## config.mk

```make
export PLATFORM = sky130hd
export DESIGN_NAME = oversample_rx
export DESIGN_NICKNAME = d
export VERILOG_FILES = /design/src/rtl/uart_pkg.sv /design/src/rtl/rx_sync2.sv /design/src/rtl/oversample_rx.sv
export SDC_FILE = /design/constraint.sdc
export NUM_CORES = 1
export LEC_CHECK = 0
export ABC_AREA = 1
export BUFFER_PORTS_ARGS = -buffer_cell sky130_fd_sc_hd__buf_4
export CORE_UTILIZATION = 35
export CTS_CLUSTER_SIZE = 30
export DETAILED_ROUTE_END_ITERATION = 10
export PLACE_DENSITY = 0.52
export SYNTH_ARGS = -nofsm -noshare
export SYNTH_HDL_FRONTEND = slang
export SYNTH_HIERARCHICAL = 1
export SYNTH_SLANG_ARGS = --single-unit
```

## constraint.sdc

```tcl
create_clock -name clk -period 3.4 [get_ports clk]
set_clock_uncertainty 0.1 [all_clocks]
set_input_delay 0.34 -clock clk [delete_from_list [all_inputs] [get_ports clk]]
set_output_delay 0.34 -clock clk [all_outputs]
set_load 0.02 [all_outputs]
```

## src/rtl/uart_pkg.sv

```systemverilog
// uart_pkg: shared receiver state encoding and default frame constants
package uart_pkg;
    typedef enum logic [2:0] {IDLE, START, DATA, PARITY, STOP} rx_state_t;
    localparam int OSR_DEFAULT = 16;
    localparam int DATA_BITS_DEFAULT = 8;
endpackage

```

## src/rtl/rx_sync2.sv

```systemverilog
// rx_sync2: two-flop synchronizer with a selectable reset level
module rx_sync2 #(
    parameter logic RST_VAL = 1'b1
) (
    input  logic clk,
    input  logic rst,
    input  logic d,
    output logic q
);
    logic meta;
    // bring the asynchronous line into the clk domain
    always_ff @(posedge clk)
        if (rst) {q, meta} <= {RST_VAL, RST_VAL};
        else {q, meta} <= {meta, d};
endmodule

```

## src/rtl/oversample_rx.sv

```systemverilog
// oversample_rx: oversampling serial receiver with 3-sample majority vote per bit
module oversample_rx
    import uart_pkg::*;
#(
    parameter int OSR = OSR_DEFAULT,
    parameter int DATA_BITS = DATA_BITS_DEFAULT,
    parameter bit PARITY_EN = 1'b0,
    parameter bit PARITY_ODD = 1'b0
) (
    input  logic                 clk,
    input  logic                 rst,
    input  logic                 sample_tick,
    input  logic                 rx_in,
    output logic [DATA_BITS-1:0] data_out,
    output logic                 data_valid,
    output logic                 frame_err,
    output logic                 parity_err,
    output logic                 bit_strobe,
    output logic                 busy
);
    localparam int CW = $clog2(OSR);
    localparam logic [CW-1:0] S_LO = CW'(OSR / 2 - 1);
    localparam logic [CW-1:0] S_MID = CW'(OSR / 2);
    localparam logic [CW-1:0] S_HI = CW'(OSR / 2 + 1);
    localparam logic [CW-1:0] S_LAST = CW'(OSR - 1);

    if (OSR < 4) begin : g_osr_check
        $error("oversample_rx: OSR must be at least 4");
    end
    if (DATA_BITS < 5 || DATA_BITS > 9) begin : g_bits_check
        $error("oversample_rx: DATA_BITS must be 5..9");
    end

    rx_state_t            state;
    logic                 rx_s;
    logic                 s_lo;
    logic                 s_mid;
    logic                 par_bit;
    logic [CW-1:0]        cnt;
    logic [3:0]           nbits;
    logic [DATA_BITS-1:0] shreg;
    logic                 decide;
    logic                 last;
    logic                 vote;

    rx_sync2 #(.RST_VAL(1'b1)) u_sync (
        .clk(clk),
        .rst(rst),
        .d(rx_in),
        .q(rx_s)
    );

    // the third vote sample is the live synchronized line on the deciding tick
    assign decide = sample_tick && state != IDLE && cnt == S_HI;
    assign last = cnt == S_LAST;
    assign vote = (s_lo & s_mid) | (s_lo & rx_s) | (s_mid & rx_s);
    assign busy = state != IDLE;

    // frame sequencing, sample capture and registered result pulses
    always_ff @(posedge clk) begin
        if (rst) begin
            state <= IDLE;
            cnt <= '0;
            nbits <= '0;
            shreg <= '0;
            s_lo <= 1'b1;
            s_mid <= 1'b1;
            par_bit <= 1'b0;
            data_out <= '0;
            data_valid <= 1'b0;
            frame_err <= 1'b0;
            parity_err <= 1'b0;
            bit_strobe <= 1'b0;
        end else begin
            data_valid <= 1'b0;
            frame_err <= 1'b0;
            parity_err <= 1'b0;
            bit_strobe <= decide;
            if (sample_tick && state == IDLE) begin
                if (!rx_s) begin
                    state <= START;
                    cnt <= CW'(1);
                end
            end else if (sample_tick) begin
                cnt <= last ? '0 : cnt + 1'b1;
                if (cnt == S_LO) s_lo <= rx_s;
                if (cnt == S_MID) s_mid <= rx_s;
                case (state)
                    START: begin
                        if (decide && vote) begin
                            state <= IDLE;
                            cnt <= '0;
                        end else if (last) begin
                            state <= DATA;
                            nbits <= '0;
                        end
                    end
                    DATA: begin
                        if (decide) begin
                            shreg <= {vote, shreg[DATA_BITS-1:1]};
                            nbits <= nbits + 1'b1;
                        end
                        if (last && nbits == 4'(DATA_BITS)) state <= PARITY_EN ? PARITY : STOP;
                    end
                    PARITY: begin
                        if (decide) par_bit <= vote;
                        if (last) state <= STOP;
                    end
                    STOP: begin
                        if (decide) begin
                            state <= IDLE;
                            cnt <= '0;
                            data_out <= shreg;
                            data_valid <= 1'b1;
                            frame_err <= !vote;
                            parity_err <= PARITY_EN && (^shreg ^ par_bit ^ PARITY_ODD);
                        end
                    end
                    default: state <= IDLE;
                endcase
            end
        end
    end
endmodule

```

==> results of run 1 <==
## tightest hold or removal path, cell delays in order
cell,delay (ns)
buf_4,0.07
inv_1,0.03
nand2_1,0.04
## stage by stage
| stage | total power [mW] | hold slack, ns | util [%] | setup slack [ns] |
|---|---|---|---|---|
| 4_1_cts | 0.820 | 0.128 | 42.2 | 1.63 |
| 5_1_grt | 0.848 | 0.144 | 42.2 | 1.46 |
| 3_5_place_dp | 0.443 | 0.318 | 39.6 | 1.60 |
| 3_3_place_gp | 0.444 | 0.305 | 39.6 | 1.62 |
| 2_1_floorplan | 0.434 | 0.280 | - | 1.87 |
| 6_report | 0.809 | 0.130 | 42.2 | 1.63 |
## cells in the mapped netlist (all sizes together)
library cell	instances
xor2	1
a21oi	15
inv	20
conb	1
nand4	3
nor2	41
a31oi	2
buf	3
o21ai	23
nand3	12
nand2	37
nor3	2
ha	5
clkbuf	2
nor4	1
nand3b	1
and3	1
dfxtp	34
## worst paths after layout
path                     from     endpoint  cells after the start
setup reg to reg     state[1]     shreg[3]                      7
hold reg to reg   u_sync/meta     u_sync/q                      2
setup / recovery     state[1]     shreg[3]                      7
hold / removal          rx_in  u_sync/meta                      3
## power by group
group / leakage, nW / internal (mW) / switching [mW]
registers: 0.274 / 0.400 / 0.00200
clock network: 0.0573 / 0.234 / 0.140
logic: 0.544 / 0.00968 / 0.0221
total: 0.876 / 0.644 / 0.164
## area by class of cell
cell class	count	area [um2]	share of cell area, %
Clock buffer	6	82.6	4.50
Clock inverter	1	30.0	1.63
Inverter	20	75.1	4.09
Tap cell	52	65.1	3.54
Timing Repair Buffer	15	113	6.13
Sequential cell	34	681	37.1
Multi-Input combinational cell	145	791	43.1
## registers in the layout, indices dropped and copies added (netlist names)
name and count:
bit_strobe 1, cnt 4, data_out 8, data_valid 1
frame_err 1, nbits 4, s_lo 1, s_mid 1
shreg 8, state 3, u_sync/meta 1, u_sync/q 1
## routing by layer
layer  up-vias  share of wire [%]  wire length (um)  global-route usage [%]
met5         -                  0                 0                       0
met4         0                1.3                40                    5.44
met3         5                3.0                97                    4.39
met2        13                 41              1300                    19.5
met1       564                 55              1750                    21.4
li1        698                  -                 -                       -
## cell families after synthesis
logic type      Yosys count
compound gates           40
buf+inv                  25
fa+ha+maj                 5
flops                    34
other cells               1
simple gates             98
xor+xnor                  1
==> out/metrics.csv, run 1 <==
stage,metric,value,unit
synthesis,synth.top_cell.area_share,43.1,%
clock_tree,cts_tree,yes,
critical_path,worst-path-buf-inv,1,
pwr,irDropWorstVdd,0.181,mV
final_layout,area_growth,16.4,%
synthesis,synth_seq_area_share,43.1,%
detailed_routing,dr_total_vias,1280,
final_layout,final_cell_mix,"nor2_1, dfxtp_1, nand2_1, o21ai_0, inv_1",
final_layout,drive_gt1_share,19.9,%
floorplan,coreArea,4350,um2
sta,finalCriticalPeriod,1.77,ns
synthesis,yosys-top-cells-area,"dfxtp_1, nor2_1, nand2_1",
synthesis,synthMuxAreaShare,0,%
synthesis,ys_ff_latch,34,
placement,dp_cells,266,
synthesis,ys_types,30,
critical_path,rrSetupSlack,1.63,ns
placement,io_buffers,15,
run,cap_violations,0,
detailed_routing,wire_per_inst,11.7,um
clock_tree,clk_pin_slew,0.07,ns
synthesis,synth_fa_ha_area_share,3.97,%
clock_tree,cts_hold_buf,0,
sta,slew_headroom,62.6,%
critical_path,path_delay_family,simple AND/OR/NAND/NOR gates,
sta,worst_slew_pin_slew,0.561,ns
clock_tree,numCtsBuffers,5,
sta,max_freq,566,MHz
grt,antenna_found_initial,0,
final_layout,final_common_cell,nor2_1,
final_layout,postLayoutCellArea,1840,um2
sta,setup_viol,0,
pwr,power_density,440,nW/um2
synthesis,synthXorXnorAreaFrac,0.555,%
sta,rsz0062_at_grt,no,
final_layout,layout.cells.non_filler,273,
synthesis,yosys.area_share.simple,30.8,%
synthesis,synth_top_family_by_area,simple AND/OR/NAND/NOR gates,
final_layout,num_antenna_cells,0,
sta,slew_viol_final,0,
synthesis,synth-compound-area-share,14.5,%
placement,dp_hpwl,2290,um
status,status,completed,
sta,min_period_over_period,51.9,%
grt,grt_pass1_vias,1124,
floorplan,start_util,36.2,%
critical_path,critPathKind,flip-flop to flip-flop,
synthesis,syn_area_per_cell,7.73,um2
final_layout,fillers,454,
floorplan,ios,17,
critical_path,cp_slowest_cell,dfxtp_1,
clock_tree,clockRootBuffer,clkbuf_8,
clock_tree,postCtsSetupRepairBufs,0,
grt,grt_pass1_wl,5430,um
placement,dpl_cell_area,1720,um2
detailed_routing,dr.pass1.iters,4,
detailed_routing,totalWireLength,3190,um
floorplan,die_x,69.1,um
grt,grt_use_total,14.5,%
sta,finalHoldViolations,0,
floorplan,fp-row-count,24,
placement,place_congestion,0.775,
detailed_routing,vias_per_cell,4.69,
clock_tree,clock-sinks,34,
clock_tree,ctsResizeCount,0,
synthesis,synth_area,1580,um2
detailed_routing,drc,0,
min_path,hp-class,input pin to flip-flop,
detailed_routing,drtAntennaViolNets,0,
synthesis,syn_nets,213,
clock_tree,cts_buffer_depth,2,
pwr,p_leak,0.876,nW
floorplan,die_area,4780,um2
critical_path,cp_cell_sequence,"nor2_4, a21oi_4, nand2_4, nor2_4, inv_1, nor2_1, nor2_1",
grt,grt_max_degree,21,
critical_path,critPathMaxStageDelay,0.44,ns
synthesis,yosys.area.top_type,dfxtp_1,
grt,grt_overflow,0,
detailed_routing,drt_iter0_drc,51,
synthesis,yosys_warnings,6,
critical_path,startpoint_type,flip-flop,
synthesis,syn_inst,204,
critical_path,cp_max_fo,11,
clock_tree,htree_levels,2,
critical_path,cp.required,3.48,ns
clock_tree,clk_latency,0.28,ns
sta,setup_tns,0,ns
floorplan,die_h,69.1,um
final_layout,final_nets,230,
critical_path,critPathArrivalTime,1.84,ns
critical_path,endpoint_kind,flip-flop,
(Power assumes the default switching activity.)
==> inputs of run 2 (changes only) <==
--- a/config.mk
+++ b/config.mk
@@ -10,7 +10,7 @@
 export CORE_UTILIZATION = 35
 export CTS_CLUSTER_SIZE = 30
 export DETAILED_ROUTE_END_ITERATION = 10
-export PLACE_DENSITY = 0.52
+export PLACE_DENSITY = 0.54
 export SYNTH_ARGS = -nofsm -noshare
 export SYNTH_HDL_FRONTEND = slang
 export SYNTH_HIERARCHICAL = 1
==> constraint.sdc (replaced) <==
create_clock -name clk -period 1.6 [get_ports clk]
set_clock_uncertainty 0.1 [all_clocks]
set_input_delay 0.16 -clock clk [delete_from_list [all_inputs] [get_ports clk]]
set_output_delay 0.16 -clock clk [all_outputs]
set_load 0.02 [all_outputs]
==> run 2 against run 1 <==
  * Clock-buffer cell count did not move
  * Final cell count rose by 8.8%
  * Die area did not move
  * Via count rose by 11%
  * Wire length rose by 11%
  * Total power rose by 120%
  * Final area rose by 19%
  * Critical path type unchanged
  * Highest routed layer unchanged
==> out/metrics.csv, run 2 (same netlist as run 1, synthesis figures left out) <==
stage,metric,value,unit
sta,min_period_over_period,96.3,%
grt,antenna_found_initial,0,
critical_path,cp_max_fo,4,
floorplan,coreArea,4350,um2
detailed_routing,drt_iter0_drc,52,
critical_path,critPathArrivalTime,1.62,ns
placement,dp_hpwl,2310,um
grt,grt-busiest-layer,met2,
grt,gr-usage-met3,3.65,%
floorplan,ios,17,
pwr,power,1.76,mW
pwr,irDropWorstVdd,0.297,mV
sta,hold_slack,0.0678,ns
clock_tree,cts_tree,yes,
pwr,power_frac_seq,48.5,%
detailed_routing,totalWireLength,3560,um
final_layout,final_cell_mix,"buf_4, nor2_1, dfxtp_1, nand2_1, o21ai_0",
floorplan,fp-row-count,24,
sta,setup_viol,0,
final_layout,multi_input_area,905,um2
clock_tree,clockRootBuffer,clkbuf_8,
floorplan,die_h,69.1,um
pwr,pwr-share-clk,46.4,%
status,status,completed,
run,cap_violations,0,
clock_tree,clk_pin_slew,0.07,ns
grt,grt_use_total,14.9,%
sta,setup_tns,0,ns
final_layout,area_growth,38.4,%
clock_tree,clock-sinks,34,
pwr,power_density,804,nW/um2
final_layout,final_common_cell,buf_4,
sta,finalHoldViolations,0,
grt,grt_pass1_wl,5690,um
detailed_routing,wire_per_inst,12.0,um
sta,slew_viol_final,0,
min_path,hp-class,input pin to flip-flop,
grt,grt_util_met2,21.9,%
final_layout,layout.cells.non_filler,297,
detailed_routing,dr_total_vias,1416,
grt,grt_max_degree,21,
placement,io_buffers,15,
floorplan,die_x,69.1,um
pwr,swShare,21.5,%
placement,dp_cells,281,
critical_path,endpoint_kind,flip-flop,
grt,grt_util_met1,20.7,%
critical_path,critPathKind,flip-flop to flip-flop,
grt,grt_pass1_vias,1215,
placement,place_congestion,0.807,
sta,rsz0062_at_grt,yes,
final_layout,final_nets,254,
sta,max_freq,649,MHz
detailed_routing,drtAntennaViolNets,0,
final_layout,reg.largest.list,"data_out (8), shreg (8)",
clock_tree,numCtsBuffers,5,
floorplan,die_area,4780,um2
detailed_routing,vias_per_cell,4.77,
clock_tree,cts_buffer_depth,2,
floorplan,start_util,36.2,%
detailed_routing,dr.pass1.iters,4,
placement,dpl_cell_area,1850,um2
final_layout,postLayoutCellArea,2180,um2
final_layout,fillers,427,
pwr,p_comb_share,5.1,%
critical_path,rrSetupSlack,0.06,ns
grt,grt_overflow,0,
pwr,p_int,1.38,mW
final_layout,regArea,693,um2
sta,finalCriticalPeriod,1.54,ns
pwr,power.switching,377,uW
critical_path,startpoint_type,flip-flop,
clock_tree,clk_latency,0.29,ns
critical_path,cp.required,1.67,ns
clock_tree,htree_levels,2,
pwr,p_leak,0.996,nW
detailed_routing,drc,0,
final_layout,num_antenna_cells,0,
final_layout,drive_gt1_share,38.0,%
==> run 2: worst paths after layout <==
check              startpoint  depth (start not counted)  endpoint
setup / recovery       cnt[1]                         10  state[2]
hold / removal            rst                          2  state[2]
setup reg to reg       cnt[1]                         10  state[2]
hold reg to reg   u_sync/meta                          2  u_sync/q
==> run 2: per-layer routing <==
| layer | part of all wire [%] | wire length (um) | vias to the layer above |
|---|---|---|---|
| li1 | - | - | 741 |
| met1 | 50 | 1760 | 645 |
| met2 | 46 | 1650 | 25 |
| met3 | 2.6 | 91 | 5 |
| met4 | 1.4 | 49 | 0 |
| met5 | 0 | 0 | - |
==> run 2: stage by stage <==
| step | util (%) | setup slack (ns) |
|---|---|---|
| 3_5_place_dp | 42.5 | -0.0971 |
| 6_report | 50.1 | 0.0589 |
| 2_1_floorplan | - | 0.0728 |
| 5_1_grt | 50.1 | -0.0165 |
| 4_1_cts | 45.8 | 0.00596 |
| 3_3_place_gp | 42.5 | -0.0871 |
==> run 2: critical path, cell delays in order (launching register included) <==
cell and delay, ns:
dfxtp_4 0.36, inv_4 0.06, ha_4 0.11, and3_4 0.26, nand3_4 0.11, nand2_4 0.12, nand2_2 0.05, nand2_2 0.07
nand2_2 0.06, nand2_1 0.07, a21oi_2 0.05
==> run 2: timing repair <==
item	CTS	global route
resized for setup	5	42
hold buffers	1	0
endpoints found under the hold margin	1	0
pin swaps	1	11
endpoints found under the setup margin	27	31
setup buffers	1	7
==> run 2: power groups by stage <==
stage / sequential, mW / clock [mW] / combinational [mW]
2_1_floorplan: 0.873 / 0 / 0.0500
3_3_place_gp: 0.874 / 0 / 0.0742
3_5_place_dp: 0.874 / 0 / 0.0743
4_1_cts: 0.854 / 0.835 / 0.0781
5_1_grt: 0.853 / 0.862 / 0.0977
6_report: 0.853 / 0.815 / 0.0891
==> run 2: cell type report <==
| cell class | instances | area share (%) |
|---|---|---|
| Clock inverter | 1 | 1.38 |
| Inverter | 20 | 3.67 |
| Tap cell | 52 | 2.98 |
| Sequential cell | 34 | 31.7 |
| Timing Repair Buffer | 39 | 15.0 |
| Multi-Input combinational cell | 145 | 41.4 |
| Clock buffer | 6 | 3.78 |
==> inputs of run 3 (changes only) <==
--- a/config.mk
+++ b/config.mk
@@ -7,10 +7,10 @@
 export LEC_CHECK = 0
 export ABC_AREA = 1
 export BUFFER_PORTS_ARGS = -buffer_cell sky130_fd_sc_hd__buf_4
-export CORE_UTILIZATION = 35
+export CORE_UTILIZATION = 40
 export CTS_CLUSTER_SIZE = 30
 export DETAILED_ROUTE_END_ITERATION = 10
-export PLACE_DENSITY = 0.54
+export PLACE_DENSITY = 0.61
 export SYNTH_ARGS = -nofsm -noshare
 export SYNTH_HDL_FRONTEND = slang
 export SYNTH_HIERARCHICAL = 1
==> run 3 against run 2 <==
  * The run now ends with setup timing left
  * Total power grew 7.6%
  * Wire length shrank 7.4%
  * Final area shrank 2.8%
  * Register-to-register slack lost 0.09 ns
  * Worst hold slack gained 0.0046 ns
  * Critical path depth shrank 2
  * Fmax shrank 5.5%
  * Via count is essentially flat
  * Combinational power shrank 6.1%
  * Sequential cell count is the same
  * Largest cell class unchanged
  * Largest power group is now the clock network
==> out/metrics.csv, run 3 (same netlist as run 1, synthesis figures left out) <==
stage,metric,value,unit
grt,grt_use_total,17.2,%
critical_path,path_delay_family,simple AND/OR/NAND/NOR gates,
final_layout,regArea,688,um2
floorplan,fp-row-count,22,
placement,dp_cells,277,
sta,layout_setup_ws,-0.0312,ns
clock_tree,clockRootBuffer,clkbuf_8,
clock_tree,cts_tree,yes,
detailed_routing,drtAntennaViolNets,0,
grt,grt_overflow,0,
grt,grt_max_degree,18,
final_layout,drive_gt1_share,36.8,%
critical_path,cp.required,1.68,ns
grt,grt_pass1_vias,1238,
critical_path,cpMostUsedCell,nor2_1,
grt,grt_util_met1,23.4,%
floorplan,ios,17,
critical_path,endpoint_kind,flip-flop,
floorplan,die_area,4200,um2
detailed_routing,dr_total_vias,1417,
status,status,"finished, violations left",
floorplan,die_x,64.8,um
sta,setup_tns,-0.177,ns
sta,finalHoldViolations,0,
grt,antenna_found_initial,0,
floorplan,coreArea,3720,um2
grt,grt-busiest-layer,met2,
final_layout,final_cell_mix,"nor2_1, buf_4, dfxtp_1, nand2_1, inv_1",
detailed_routing,dr.pass1.iters,4,
detailed_routing,vias_per_cell,4.89,
final_layout,final_nets,250,
final_layout,area_growth,34.6,%
sta,hold_slack,0.0724,ns
grt,grt_pass1_wl,5520,um
status,violations,setup timing,
detailed_routing,drc,0,
pwr,p_leak,0.973,nW
sta,setup_viol,9,
sta,min_period_over_period,102,%
detailed_routing,totalWireLength,3290,um
clock_tree,htree_levels,2,
placement,io_buffers,15,
clock_tree,clock-sinks,34,
sta,rsz0062_at_grt,yes,
sta,finalCriticalPeriod,1.63,ns
critical_path,cp_slowest_cell,dfxtp_2,
clock_tree,clk_latency,0.28,ns
pwr,power,1.89,mW
detailed_routing,wire_per_inst,11.4,um
final_layout,fillers,345,
final_layout,reg.largest.list,"data_out (8), shreg (8)",
critical_path,worst-path-buf-inv,2,
pwr,power_density,890,nW/um2
clock_tree,numCtsBuffers,5,
final_layout,multi_input_area,882,um2
critical_path,critPathMaxStageDelay,0.33,ns
critical_path,startpoint_type,flip-flop,
critical_path,cp_cell_sequence,"inv_2, ha_4, and3_4, nand2_4, nor2_4, clkinvlp_4, nor2_1, nor2_1",
final_layout,postLayoutCellArea,2120,um2
clock_tree,cts_buffer_depth,2,
grt,gr-usage-met3,4.75,%
final_layout,final_common_cell,nor2_1,
placement,place_congestion,0.847,
detailed_routing,drt_iter0_drc,71,
placement,dpl_cell_area,1830,um2
grt,grt_util_met2,26.4,%
final_layout,layout.cells.non_filler,290,
floorplan,start_util,42.5,%
floorplan,die_h,64.8,um
placement,dp_hpwl,2300,um
sta,slew_viol_final,0,
critical_path,critPathKind,flip-flop to flip-flop,
run,cap_violations,0,
final_layout,num_antenna_cells,0,
clock_tree,clk_pin_slew,0.07,ns
critical_path,cp_max_fo,8,
critical_path,critPathArrivalTime,1.71,ns
pwr,irDropWorstVdd,0.340,mV
min_path,hp-class,input pin to flip-flop,
sta,max_freq,613,MHz
## run 3: power by group
part / switching [mW] / internal (mW)
Combinational: 0.0534 / 0.0303
Clock: 0.326 / 0.624
Sequential: 0.00506 / 0.850
Total: 0.385 / 1.50
## run 3: cell type report
class	instances	area share [%]
flip-flops and latches	34	32.4
clock inverters	3	3.24
well taps	48	2.83
clock buffers	5	3.24
multi-input cells	145	41.5
repair buffers	35	13.0
inverters	20	3.71
## run 3: worst register-to-register path, stage by stage (launching register included)
cell and delay [ns]:
dfxtp_2 0.33, inv_2 0.09, ha_4 0.13, and3_4 0.23, nand2_4 0.10, nor2_4 0.17, clkinvlp_4 0.19, nor2_1 0.14
nor2_1 0.05
## run 3: path summary, 6_finish.rpt
check         startpoint  cells past startpoint  slack [ns]  endpoint
min                  rst                      2        0.07  state[2]
min reg2reg  u_sync/meta                      2        0.31  u_sync/q
max               cnt[1]                      8       -0.03  shreg[1]
max reg2reg       cnt[1]                      8       -0.03  shreg[1]
## run 3: layer usage
| layer | share of wire, % | wire, um |
|---|---|---|
| met5 | 0 | 0 |
| met4 | 0.30 | 10 |
| met3 | 4.8 | 158 |
| met2 | 46 | 1510 |
| met1 | 49 | 1620 |
## run 3: timing repair
item	in CTS	in global routing
pin swaps	1	20
endpoints found under the setup margin	26	28
resized for setup	6	35
hold buffers	1	0
setup buffers	0	4
endpoints found under the hold margin	1	0
## run 3: stage by stage
| stage | util, % | setup WS (ns) |
|---|---|---|
| 2_1_floorplan | - | 0.0728 |
| 3_3_place_gp | 49.3 | -0.116 |
| 3_5_place_dp | 49.3 | -0.0925 |
| 4_1_cts | 54.0 | 0.00810 |
| 5_1_grt | 57.1 | -0.113 |
| 6_report | 57.1 | -0.0312 |
